$ cat config.mk
export PLATFORM = sky130hd
export DESIGN_NAME = snn_layer_sequencer
export DESIGN_NICKNAME = d
export VERILOG_FILES = /design/src/rtl/snn_layer_sequencer.sv
export SDC_FILE = /design/constraint.sdc
export NUM_CORES = 1
export LEC_CHECK = 0
export ABC_AREA = 1
export ABC_CLOCK_PERIOD_IN_PS = 4400
export BUFFER_PORTS_ARGS = -buffer_cell sky130_fd_sc_hd__buf_4
export CAP_MARGIN = 10
export CORE_ASPECT_RATIO = 0.9
export CORE_MARGIN = 5
export CORE_UTILIZATION = 42
export DETAILED_ROUTE_END_ITERATION = 8
export SYNTH_ARGS = -nofsm -noshare
export SYNTH_HDL_FRONTEND = slang
export SYNTH_SLANG_ARGS = --single-unit
$ cat constraint.sdc
create_clock -name clk -period 4.4 [get_ports clk]
set_clock_uncertainty 0.15 [all_clocks]
set_input_delay 0.44 -clock clk [delete_from_list [all_inputs] [get_ports clk]]
set_output_delay 0.44 -clock clk [all_outputs]
set_load 0.01 [all_outputs]
$ cat src/rtl/snn_layer_sequencer.sv
// Control FSM and address generator for the SNN inference datapath.
// Walks hidden layer, output layer, then an argmax over the output-unit RAM.
module snn_layer_sequencer #(
    parameter int N_IN    = 784,
    parameter int N_HID   = 32,
    parameter int N_OUT   = 10,
    parameter int ROM_LAT = 1,
    parameter int ACT_LAT = 2
) (
    input  logic                             clk,
    input  logic                             rst_n,
    input  logic                             start,
    input  logic [7:0]                       q_output_unit,
    output logic                             busy,
    output logic                             done,
    output logic [$clog2(N_OUT)-1:0]         digit,
    output logic                             layer_sel,
    output logic                             mac_en,
    output logic                             mac_clr,
    output logic [$clog2(N_IN)-1:0]          addr_input_unit,
    output logic [$clog2(N_IN*N_HID)-1:0]    addr_hidden_weight,
    output logic [$clog2(N_HID*N_OUT)-1:0]   addr_output_weight,
    output logic [$clog2(N_HID)-1:0]         addr_hidden_unit,
    output logic [$clog2(N_OUT)-1:0]         addr_output_unit,
    output logic                             we_hidden,
    output logic                             we_output
);
    localparam int IW  = $clog2(N_IN);
    localparam int JW  = $clog2(N_HID);
    localparam int KW  = $clog2(N_OUT);
    localparam int D   = ROM_LAT + ACT_LAT + 1;
    localparam int DCW = $clog2(D + 1);
    localparam int ACW = $clog2(N_OUT + ROM_LAT + 1);

    localparam logic [IW-1:0]  I_LAST = IW'(N_IN - 1);
    localparam logic [JW-1:0]  J_LAST = JW'(N_HID - 1);
    localparam logic [KW-1:0]  K_LAST = KW'(N_OUT - 1);
    localparam logic [DCW-1:0] D_LAST = DCW'(D - 1);
    localparam logic [ACW-1:0] A_LAT  = ACW'(ROM_LAT);
    localparam logic [ACW-1:0] A_LAST = ACW'(N_OUT + ROM_LAT - 1);

    typedef enum logic [3:0] {
        S_IDLE, S_HID_MAC, S_HID_DRAIN, S_HID_WRITE,
        S_OUT_MAC, S_OUT_DRAIN, S_OUT_WRITE, S_ARGMAX, S_DONE
    } state_t;

    state_t             state;
    logic [DCW-1:0]     dcnt;
    logic [ACW-1:0]     acnt;
    logic [7:0]         max_val;
    logic [KW-1:0]      best;
    logic [KW-1:0]      cand;
    logic               take;
    logic               mac_clr_q;
    logic               issue;
    logic [ROM_LAT-1:0] vld_pipe;

    // The address counters double as the loop indices i, j, k.
    assign issue   = (state == S_HID_MAC) || (state == S_OUT_MAC);
    assign mac_en  = vld_pipe[ROM_LAT-1];
    assign mac_clr = mac_clr_q | ((state == S_IDLE) && start && rst_n);

    // Read data for index acnt-ROM_LAT is present this cycle; first valid sample always seeds the max.
    assign cand = KW'(acnt - A_LAT);
    assign take = (state == S_ARGMAX) && (acnt >= A_LAT) &&
                  ((acnt == A_LAT) || (q_output_unit > max_val));

    always_ff @(posedge clk or negedge rst_n) begin
        if (!rst_n) vld_pipe <= '0;
        else        vld_pipe <= ROM_LAT'({vld_pipe, issue});
    end

    always_ff @(posedge clk or negedge rst_n) begin
        if (!rst_n) begin
            state              <= S_IDLE;
            busy               <= 1'b0;
            done               <= 1'b0;
            digit              <= '0;
            layer_sel          <= 1'b0;
            mac_clr_q          <= 1'b0;
            we_hidden          <= 1'b0;
            we_output          <= 1'b0;
            addr_input_unit    <= '0;
            addr_hidden_weight <= '0;
            addr_output_weight <= '0;
            addr_hidden_unit   <= '0;
            addr_output_unit   <= '0;
            dcnt               <= '0;
            acnt               <= '0;
            max_val            <= '0;
            best               <= '0;
        end else begin
            done      <= 1'b0;
            we_hidden <= 1'b0;
            we_output <= 1'b0;
            mac_clr_q <= 1'b0;
            case (state)
                S_IDLE: if (start) begin
                    state              <= S_HID_MAC;
                    busy               <= 1'b1;
                    layer_sel          <= 1'b0;
                    addr_input_unit    <= '0;
                    addr_hidden_unit   <= '0;
                    addr_output_unit   <= '0;
                    addr_hidden_weight <= '0;
                    addr_output_weight <= '0;
                end
                S_HID_MAC: begin
                    if (addr_input_unit == I_LAST) begin
                        state <= S_HID_DRAIN;
                        dcnt  <= '0;
                    end else begin
                        addr_input_unit    <= addr_input_unit + 1'b1;
                        addr_hidden_weight <= addr_hidden_weight + 1'b1;
                    end
                end
                S_HID_DRAIN: begin
                    if (dcnt == D_LAST) begin
                        state     <= S_HID_WRITE;
                        we_hidden <= 1'b1;
                        mac_clr_q <= 1'b1;
                    end else begin
                        dcnt <= dcnt + 1'b1;
                    end
                end
                S_HID_WRITE: begin
                    addr_input_unit <= '0;
                    if (addr_hidden_unit == J_LAST) begin
                        state              <= S_OUT_MAC;
                        layer_sel          <= 1'b1;
                        addr_hidden_unit   <= '0;
                        addr_hidden_weight <= '0;
                    end else begin
                        state              <= S_HID_MAC;
                        addr_hidden_unit   <= addr_hidden_unit + 1'b1;
                        addr_hidden_weight <= addr_hidden_weight + 1'b1;
                    end
                end
                S_OUT_MAC: begin
                    if (addr_hidden_unit == J_LAST) begin
                        state <= S_OUT_DRAIN;
                        dcnt  <= '0;
                    end else begin
                        addr_hidden_unit   <= addr_hidden_unit + 1'b1;
                        addr_output_weight <= addr_output_weight + 1'b1;
                    end
                end
                S_OUT_DRAIN: begin
                    if (dcnt == D_LAST) begin
                        state     <= S_OUT_WRITE;
                        we_output <= 1'b1;
                        mac_clr_q <= 1'b1;
                    end else begin
                        dcnt <= dcnt + 1'b1;
                    end
                end
                S_OUT_WRITE: begin
                    addr_hidden_unit <= '0;
                    if (addr_output_unit == K_LAST) begin
                        state              <= S_ARGMAX;
                        addr_output_unit   <= '0;
                        addr_output_weight <= '0;
                        acnt               <= '0;
                    end else begin
                        state              <= S_OUT_MAC;
                        addr_output_unit   <= addr_output_unit + 1'b1;
                        addr_output_weight <= addr_output_weight + 1'b1;
                    end
                end
                S_ARGMAX: begin
                    acnt <= acnt + 1'b1;
                    if (addr_output_unit != K_LAST)
                        addr_output_unit <= addr_output_unit + 1'b1;
                    if (take) begin
                        max_val <= q_output_unit;
                        best    <= cand;
                    end
                    if (acnt == A_LAST) begin
                        state            <= S_DONE;
                        done             <= 1'b1;
                        digit            <= take ? cand : best;
                        addr_output_unit <= '0;
                    end
                end
                S_DONE: begin
                    state     <= S_IDLE;
                    busy      <= 1'b0;
                    layer_sel <= 1'b0;
                end
                default: state <= S_IDLE;
            endcase
        end
    end
endmodule

==> flow_metrics.tcl, run 1 <==
set metrics [dict create \
    outcome "completed" \
    final_area_um2 5513 \
    n_fill_cell 1050 \
    clk_pin_slew_worst_paths_ns 0.06 \
    hold_path.class "primary input to flip-flop" \
    synth_area_leaders "dfrtp_1 42%, nand2_1 11%, ha_1 5.8%" \
    drt_first_pass_iters 6 \
    worst_pin_slew_ns 0.6372 \
    cp.arrival_ns 2.46 \
    setup-violations-final 0 \
    power_switching_uw 310.6 \
    rsz0062_at_grt "false" \
    drtIter0Drc 309 \
    max-vdd-ir-drop_v 0.0002444 \
    grt_pass1_wl_um 18150 \
    syn_nets 603 \
    async_flop_share_pct 100.0 \
    drive_gt1_share_pct 21.89 \
    avgSynthCellArea_um2 8.002 \
    detail_route.wl_per_cell_um 13.44 \
    antenna_found_initial 0 \
    grt_max_degree 41 \
    postCtsSetupRepairBufs 0 \
    cts.sink_count 77 \
    synth_edf_count 0 \
    synthFlopType "dfrtp_1" \
    clockBufferDepth 2 \
    htreeDepth 3 \
    die_w_um 119.9 \
    total_power_uw 1600 \
    synthTopCellsByCount "130 x nand2_1, 77 x dfrtp_1, 66 x inv_1" \
    grt_use_total_pct 16.88 \
    cts_root_buf "clkbuf_16" \
    gp_congestion 0.8613 \
    rows 36 \
    drv_slew 0 \
    cts-buffers-inserted 9 \
    fin_nets 671 \
    clk-insertion-delay-late_ns 0.33 \
    synth_top_cell_by_area "dfrtp_1" \
    p_clk_share_pct 53.9 \
    fmax_ghz 0.4149 \
    grt_pass1_vias 3903 \
    crit_chain "ha_1 > nand2_1 > nor2_1 > nand4_1 > nand2_2 > inv_2 > o21ai_2 > o21ai_2" \
    cp_top_family "simple AND/OR/NAND/NOR gates" \
    p_per_area_nw_per_um2 290.2 \
    hpwl_um 7687 \
    worstSetupStartpointType "flip-flop" \
    cp.required_ns 4.45 \
    postLayoutCoreUtil_pct 51.42 \
    die_area_um2 13070 \
    ys_seq_elements 77 \
    synth_top_area_share_pct 42.17 \
    switching_share_pct 19.42 \
    antennaDiodeCount 0 \
    total_leakage_power_uw 0.002751 \
    vias 3906 \
    slew_headroom_pct 57.42 \
    core-area_um2 10720 \
    drc_errors 0 \
    max_stage_delay_ns 0.43 \
    io_pins 65 \
    tns_ns 0 \
    critPathMaxFanout 22 \
    crit_type "flip-flop to flip-flop" \
    period_share_pct 54.78 \
    combPwrFrac_pct 1.8 \
    cpMaxStageDelayCell "dfrtp_1" \
    drt-total-wl_um 10440 \
    grt-ovfl-total 0 \
    path_buf_inv 1 \
    viasPerCell 5.027 \
    syn_area_um2 4569 \
    internal-power_uw 1289 \
    pwr-share-seq_pct 44.3 \
    yosysUniqueCellTypes 46 \
    postRouteAntennaNets 0 \
    placed_cell_area_um2 5152 \
    ys.warnings.count 0 \
    finalCriticalPeriod_ns 2.410 \
    start_util_pct 42.62 \
    yosysSeqAreaShare_pct 42.17 \
    die_y_um 109.0 \
    cts_tree "built" \
    io_buffers 64 \
    endpoint_kind "flip-flop" \
    path_common_cell "o21ai_2" \
    syn_to_final_growth_pct 20.65 \
    netlist_instances 571 \
    yosysMostFrequentCell "nand2_1" \
    finalHoldViolCount 0 \
    cap_violations 0 \
]
==> placed cells by master, fill, tap and decap left out, types with 3 or more instances in the layout <==
| cell | instances |
|---|---|
| o31ai_2 | 3 |
| nor2_4 | 4 |
| clkbuf_16 | 9 |
| o21ai_2 | 9 |
| o22ai_1 | 3 |
| o22ai_2 | 3 |
| ha_1 | 21 |
| nand2_1 | 130 |
| o21ai_0 | 15 |
| buf_4 | 65 |
| nor2_1 | 62 |
| a21oi_1 | 23 |
| nand4_1 | 12 |
| o21ai_1 | 7 |
| nor2_2 | 6 |
| xor2_1 | 9 |
| bufinv_16 | 3 |
| nor3_1 | 18 |
| inv_1 | 66 |
| dfrtp_1 | 77 |
| nand3_1 | 35 |
| and2_1 | 3 |
| nand2_2 | 13 |
| xnor2_1 | 6 |
| inv_2 | 12 |
==> sequential cells by signal (all words and copies together), names as in the netlist <==
name and flops:
acnt 4, addr_hidden_unit 5, addr_hidden_weight 15, addr_input_unit 10, addr_output_unit 4, addr_output_weight 9
best 4, busy 1, dcnt 3, digit 4, done 1, layer_sel 1
mac_clr_q 1, mac_en 1, max_val 8, state 4, we_hidden 1, we_output 1
==> metal layers <==
metal  part of all wire (%)  wire length [um]  vias up  GRT usage (%)
met2                     46              4791       82          27.48
met4                    1.4               147        0          5.642
met1                     48              5055     1822          22.26
met3                    4.3               448       11          3.994
met5                      0                 0        -              0
li1                       -                 -     1991              -
==> tightest hold or removal path, cell delays in order <==
cell and delay [ns]:
buf_4 0.09, nand2_1 0.06, nand2_1 0.06
==> cell families (layout without fill, tap and decap cells) <==
family | after synthesis | count (layout) | synth area share [%]
mux | 1 | 1 | 0.2191
xor+xnor | 15 | 15 | 2.875
flops | 77 | 77 | 42.17
compound gates | 75 | 75 | 11.25
fa+ha+maj | 21 | 21 | 5.750
buf+inv | 88 | 161 | 8.050
simple gates | 294 | 294 | 29.68
==> power groups by stage <==
stage	Sequential (uW)	Clock [uW]	Combinational, uW
floorplan	721	0	4.64
global placement	721	0	29.7
finish	708	863	29.0
global route	707	920	34.6
CTS	708	886	30.6
detailed placement	721	0	30.0
==> final timing paths <==
kind                                     from                     end  slack (ns)  depth (start not counted)
setup / recovery           addr_input_unit[0]  addr_hidden_weight[10]        1.99                          8
hold / removal                          start                    busy        0.22                          3
setup reg to reg           addr_input_unit[0]  addr_hidden_weight[10]        1.99                          8
hold reg to reg                      digit[0]                digit[0]        0.33                          2
max in group asynchronous               rst_n     addr_hidden_unit[3]        2.69                          3
min in group asynchronous               rst_n              max_val[6]        0.48                          2
==> cell type report <==
type / instances / area, um^2 / share of cell area, %
multi-input cells: 406 / 2275 / 41.26
well taps: 133 / 166.4 / 3.019
flip-flops and latches: 77 / 1927 / 34.95
repair buffers: 66 / 498.0 / 9.033
clock inverters: 5 / 107.6 / 1.952
clock buffers: 11 / 242.7 / 4.403
inverters: 79 / 296.5 / 5.379
==> metrics by stage <==
step,setup slack (ns),hold WS (ns),instances
finish,1.990,0.2169,777
global route,1.749,0.2091,777
CTS,1.987,0.1994,777
detailed placement,1.930,0.3101,760
global placement,1.961,0.3144,760
floorplan,2.471,-0.005591,571
==> timing repair <==
action	in CTS	in global routing
hold buffers	1	0
resized for setup	0	0
hold endpoints to repair	38	0
Note: power is estimated with default switching activity, not from simulation.
==> run 2, diff against run 1 <==
--- a/config.mk
+++ b/config.mk
@@ -5,8 +5,8 @@
 export SDC_FILE = /design/constraint.sdc
 export NUM_CORES = 1
 export LEC_CHECK = 0
-export ABC_AREA = 1
-export ABC_CLOCK_PERIOD_IN_PS = 4400
+export ABC_AREA = 0
+export ABC_CLOCK_PERIOD_IN_PS = 2100
 export BUFFER_PORTS_ARGS = -buffer_cell sky130_fd_sc_hd__buf_4
 export CAP_MARGIN = 10
 export CORE_ASPECT_RATIO = 0.9
==> constraint.sdc (replaced) <==
create_clock -name clk -period 2.1 [get_ports clk]
set_clock_uncertainty 0.15 [all_clocks]
set_input_delay 0.21 -clock clk [delete_from_list [all_inputs] [get_ports clk]]
set_output_delay 0.21 -clock clk [all_outputs]
set_load 0.01 [all_outputs]
==> run 2 against run 1 <==
Against the previous run:
- sequential share of layout area down 0.76 points
- sequential power rose by 110%
- critical path depth grew 2
- total power up 69%
- setup slack got worse by 2.0 ns
- worst hold slack got worse by 0.16 ns
- highest routed layer unchanged
==> flow_metrics.tcl, run 2 <==
set metrics [dict create \
    synthTopCellsByCount "77 x dfrtp_1, 47 x nor2_1, 40 x nand2_1" \
    grt_pass1_vias 3301 \
    period_share_pct 98.92 \
    largest_register_ffs 15 \
    cp.required_ns 2.19 \
    max-vdd-ir-drop_v 0.0002139 \
    crit_type "flip-flop to flip-flop" \
    synth_edf_count 0 \
    drt_first_pass_iters 4 \
    startpoint "addr_hidden_unit[0]" \
    drv_slew 0 \
    slew_headroom_pct 72.30 \
    synthFlopType "dfrtp_1" \
    die_area_um2 12120 \
    ys.warnings.count 0 \
    total_leakage_power_uw 0.002690 \
    cap_violations 0 \
    crit_chain "ha_2 > and3_4 > ha_4 > buf_6 > mux2i_1 > a32oi_1 > o21ai_2 > nor3b_2 > a21oi_1 > o21ai_1" \
    cts-buffers-inserted 9 \
    setup-violations-final 0 \
    ys_seq_elements 77 \
    synth_top_cell_by_area "dfrtp_1" \
    postLayoutCoreUtil_pct 57.85 \
    drtIter0Drc 197 \
    syn_area_um2 4205 \
    largest_registers "addr_hidden_weight: 15 flops, addr_input_unit: 10 flops, addr_output_weight: 9 flops" \
    async_flop_share_pct 100.0 \
    clk-insertion-delay-late_ns 0.36 \
    antenna_found_initial 0 \
    finalCriticalPeriod_ns 2.077 \
    setup_ws_ns 0.02263 \
    crit_end "state[1]" \
    outcome "completed" \
    cts_root_buf "clkbuf_8" \
    avgSynthCellArea_um2 9.918 \
    synth_area_leaders "dfrtp_1 46%, ha_1 6.2%, xor2_1 4.4%" \
    max_stage_delay_ns 0.40 \
    pre_cts_slack_ns 0.02154 \
    cp.depth 10 \
    finalHoldViolCount 0 \
    drive_gt1_share_pct 33.27 \
    syn_nets 456 \
    detail_route.wl_per_cell_um 14.40 \
    whs_path_depth 3 \
    mostFrequentLayoutCells "101 x buf_4, 77 x dfrtp_1, 47 x nor2_1" \
    rsz0062_at_grt "true" \
    tns_ns 0 \
    worstSetupStartpointType "flip-flop" \
    yosysMostFrequentCell "dfrtp_1" \
    netlist_instances 424 \
    path_buf_inv 1 \
    reg2reg_to "state[1]" \
    hold_path.class "primary input to flip-flop" \
    fin_nets 571 \
    cp_top_family "compound AO/OA/AOI/OAI gates" \
    htreeDepth 3 \
    critPathMaxFanout 5 \
    place_inst 638 \
    worst_hold_slack_ns 0.05703 \
    reg2reg_setup_slack_ns 0.02 \
    die_w_um 115.5 \
    endpoint_kind "flip-flop" \
    yosysUniqueCellTypes 61 \
    postRouteAntennaNets 0 \
    core-area_um2 9742 \
    top_register "addr_hidden_weight" \
    grt_pass1_wl_um 16190 \
    fin_cells 670 \
    cts.sink_count 77 \
    vias 3423 \
    clk_pin_slew_worst_paths_ns 0.08 \
    worst_pin_slew_ns 0.4155 \
    die_y_um 104.9 \
    synth_top_area_share_pct 45.82 \
    fmax_ghz 0.4814 \
    cts_tree "built" \
    drc_errors 0 \
    grt-ovfl-total 0 \
    io_buffers 64 \
    final_common_cell "buf_4" \
    cpMaxStageDelayCell "dfrtp_1" \
    cp.arrival_ns 2.17 \
    syn_to_final_growth_pct 34.01 \
    r2r.worst_path.cells 10 \
    hpwl_um 6887 \
    p_per_area_nw_per_um2 478.6 \
    antennaDiodeCount 0 \
    yosysSeqAreaShare_pct 45.82 \
    drt-total-wl_um 9647 \
    io_pins 65 \
    gp_congestion 0.8113 \
    clockBufferDepth 2 \
    grt_use_total_pct 16.48 \
    start_util_pct 43.17 \
    rows 34 \
    viasPerCell 5.109 \
    r2r-start "addr_hidden_unit[0]" \
    grt_max_degree 78 \
]
-- run 2: cell types whose count changed in the layout (fill, tap and decap cells not counted), moves of 9 or more --
cell      before  now
nor2_1        62   47
nor3_1        18    9
o21ai_0       15   24
a21oi_1       23   12
nand3_1       35   20
inv_1         66   23
nand2_1      130   38
buf_4         65  101
xor2_1         9   21
clkbuf_8       1   11
inv_2         12    3
nand2_2       13    2
-- run 2: where the power goes --
| part | leakage [uW] | internal, uW | switching (uW) |
|---|---|---|---|
| sequential | 0.000960 | 1490 | 5.33 |
| combinational | 0.00164 | 65.4 | 71.4 |
| clock | 0.0000917 | 494 | 572 |
| total | 0.00269 | 2050 | 649 |
-- run 2: area by class of cell --
| cell class | instances | area (um^2) |
|---|---|---|
| repair buffers | 118 | 987.2 |
| inverters | 26 | 97.59 |
| multi-input cells | 307 | 2281 |
| well taps | 126 | 157.7 |
| clock inverters | 5 | 33.78 |
| flip-flops and latches | 77 | 1927 |
| clock buffers | 11 | 151.4 |
| fillers | 842 | 4106 |
-- run 2: tightest hold or removal path, delay by kind of cell --
family | cells | cell delay [ns]
buffers and inverters | 1 | 0.13
AOI/OAI and AO/OA | 2 | 0.17
-- run 2: kinds of logic after synthesis --
group / share of synthesized area [%]
AOI/OAI and AO/OA: 11.69
xor gates and xnor gates: 7.081
adders and majority gates: 6.248
buffers and inverters: 4.463
DFF: 45.82
muxes: 3.749
and+or+nand+nor: 20.95
-- run 2: what timing repair did --
action | CTS | global route
hold buffers | 9 | 0
gates resized for setup | 1 | 28
gates cloned | 0 | 1
endpoints found under the setup margin | 1 | 29
pin swaps | 0 | 11
setup buffers | 0 | 6
endpoints found under the hold margin | 85 | 0
-- run 2: metal layers --
metal | global-route usage (%) | routed length, um
met3 | 3.468 | 474
met4 | 4.778 | 102
met1 | 24.34 | 4750
met5 | 0 | 0
met2 | 24.38 | 4320
-- run 2: stage by stage --
step                      total power [uW]  area [um^2]
final                                 2697         5635
after detailed placement              1623         5127
after global routing                  2823         5635
after floorplan                       1560         4244
after global placement                1622         5127
after CTS                             2722         5411
-- run 2: worst min path at each step --
stage               start                  to  slack [ns]
detailed placement  rst_n  addr_input_unit[6]        0.16
global route        start                busy        0.07
global placement    rst_n  addr_input_unit[6]        0.16
floorplan           rst_n             acnt[0]       -0.24
finish              start                busy        0.06
CTS                 start                busy        0.05
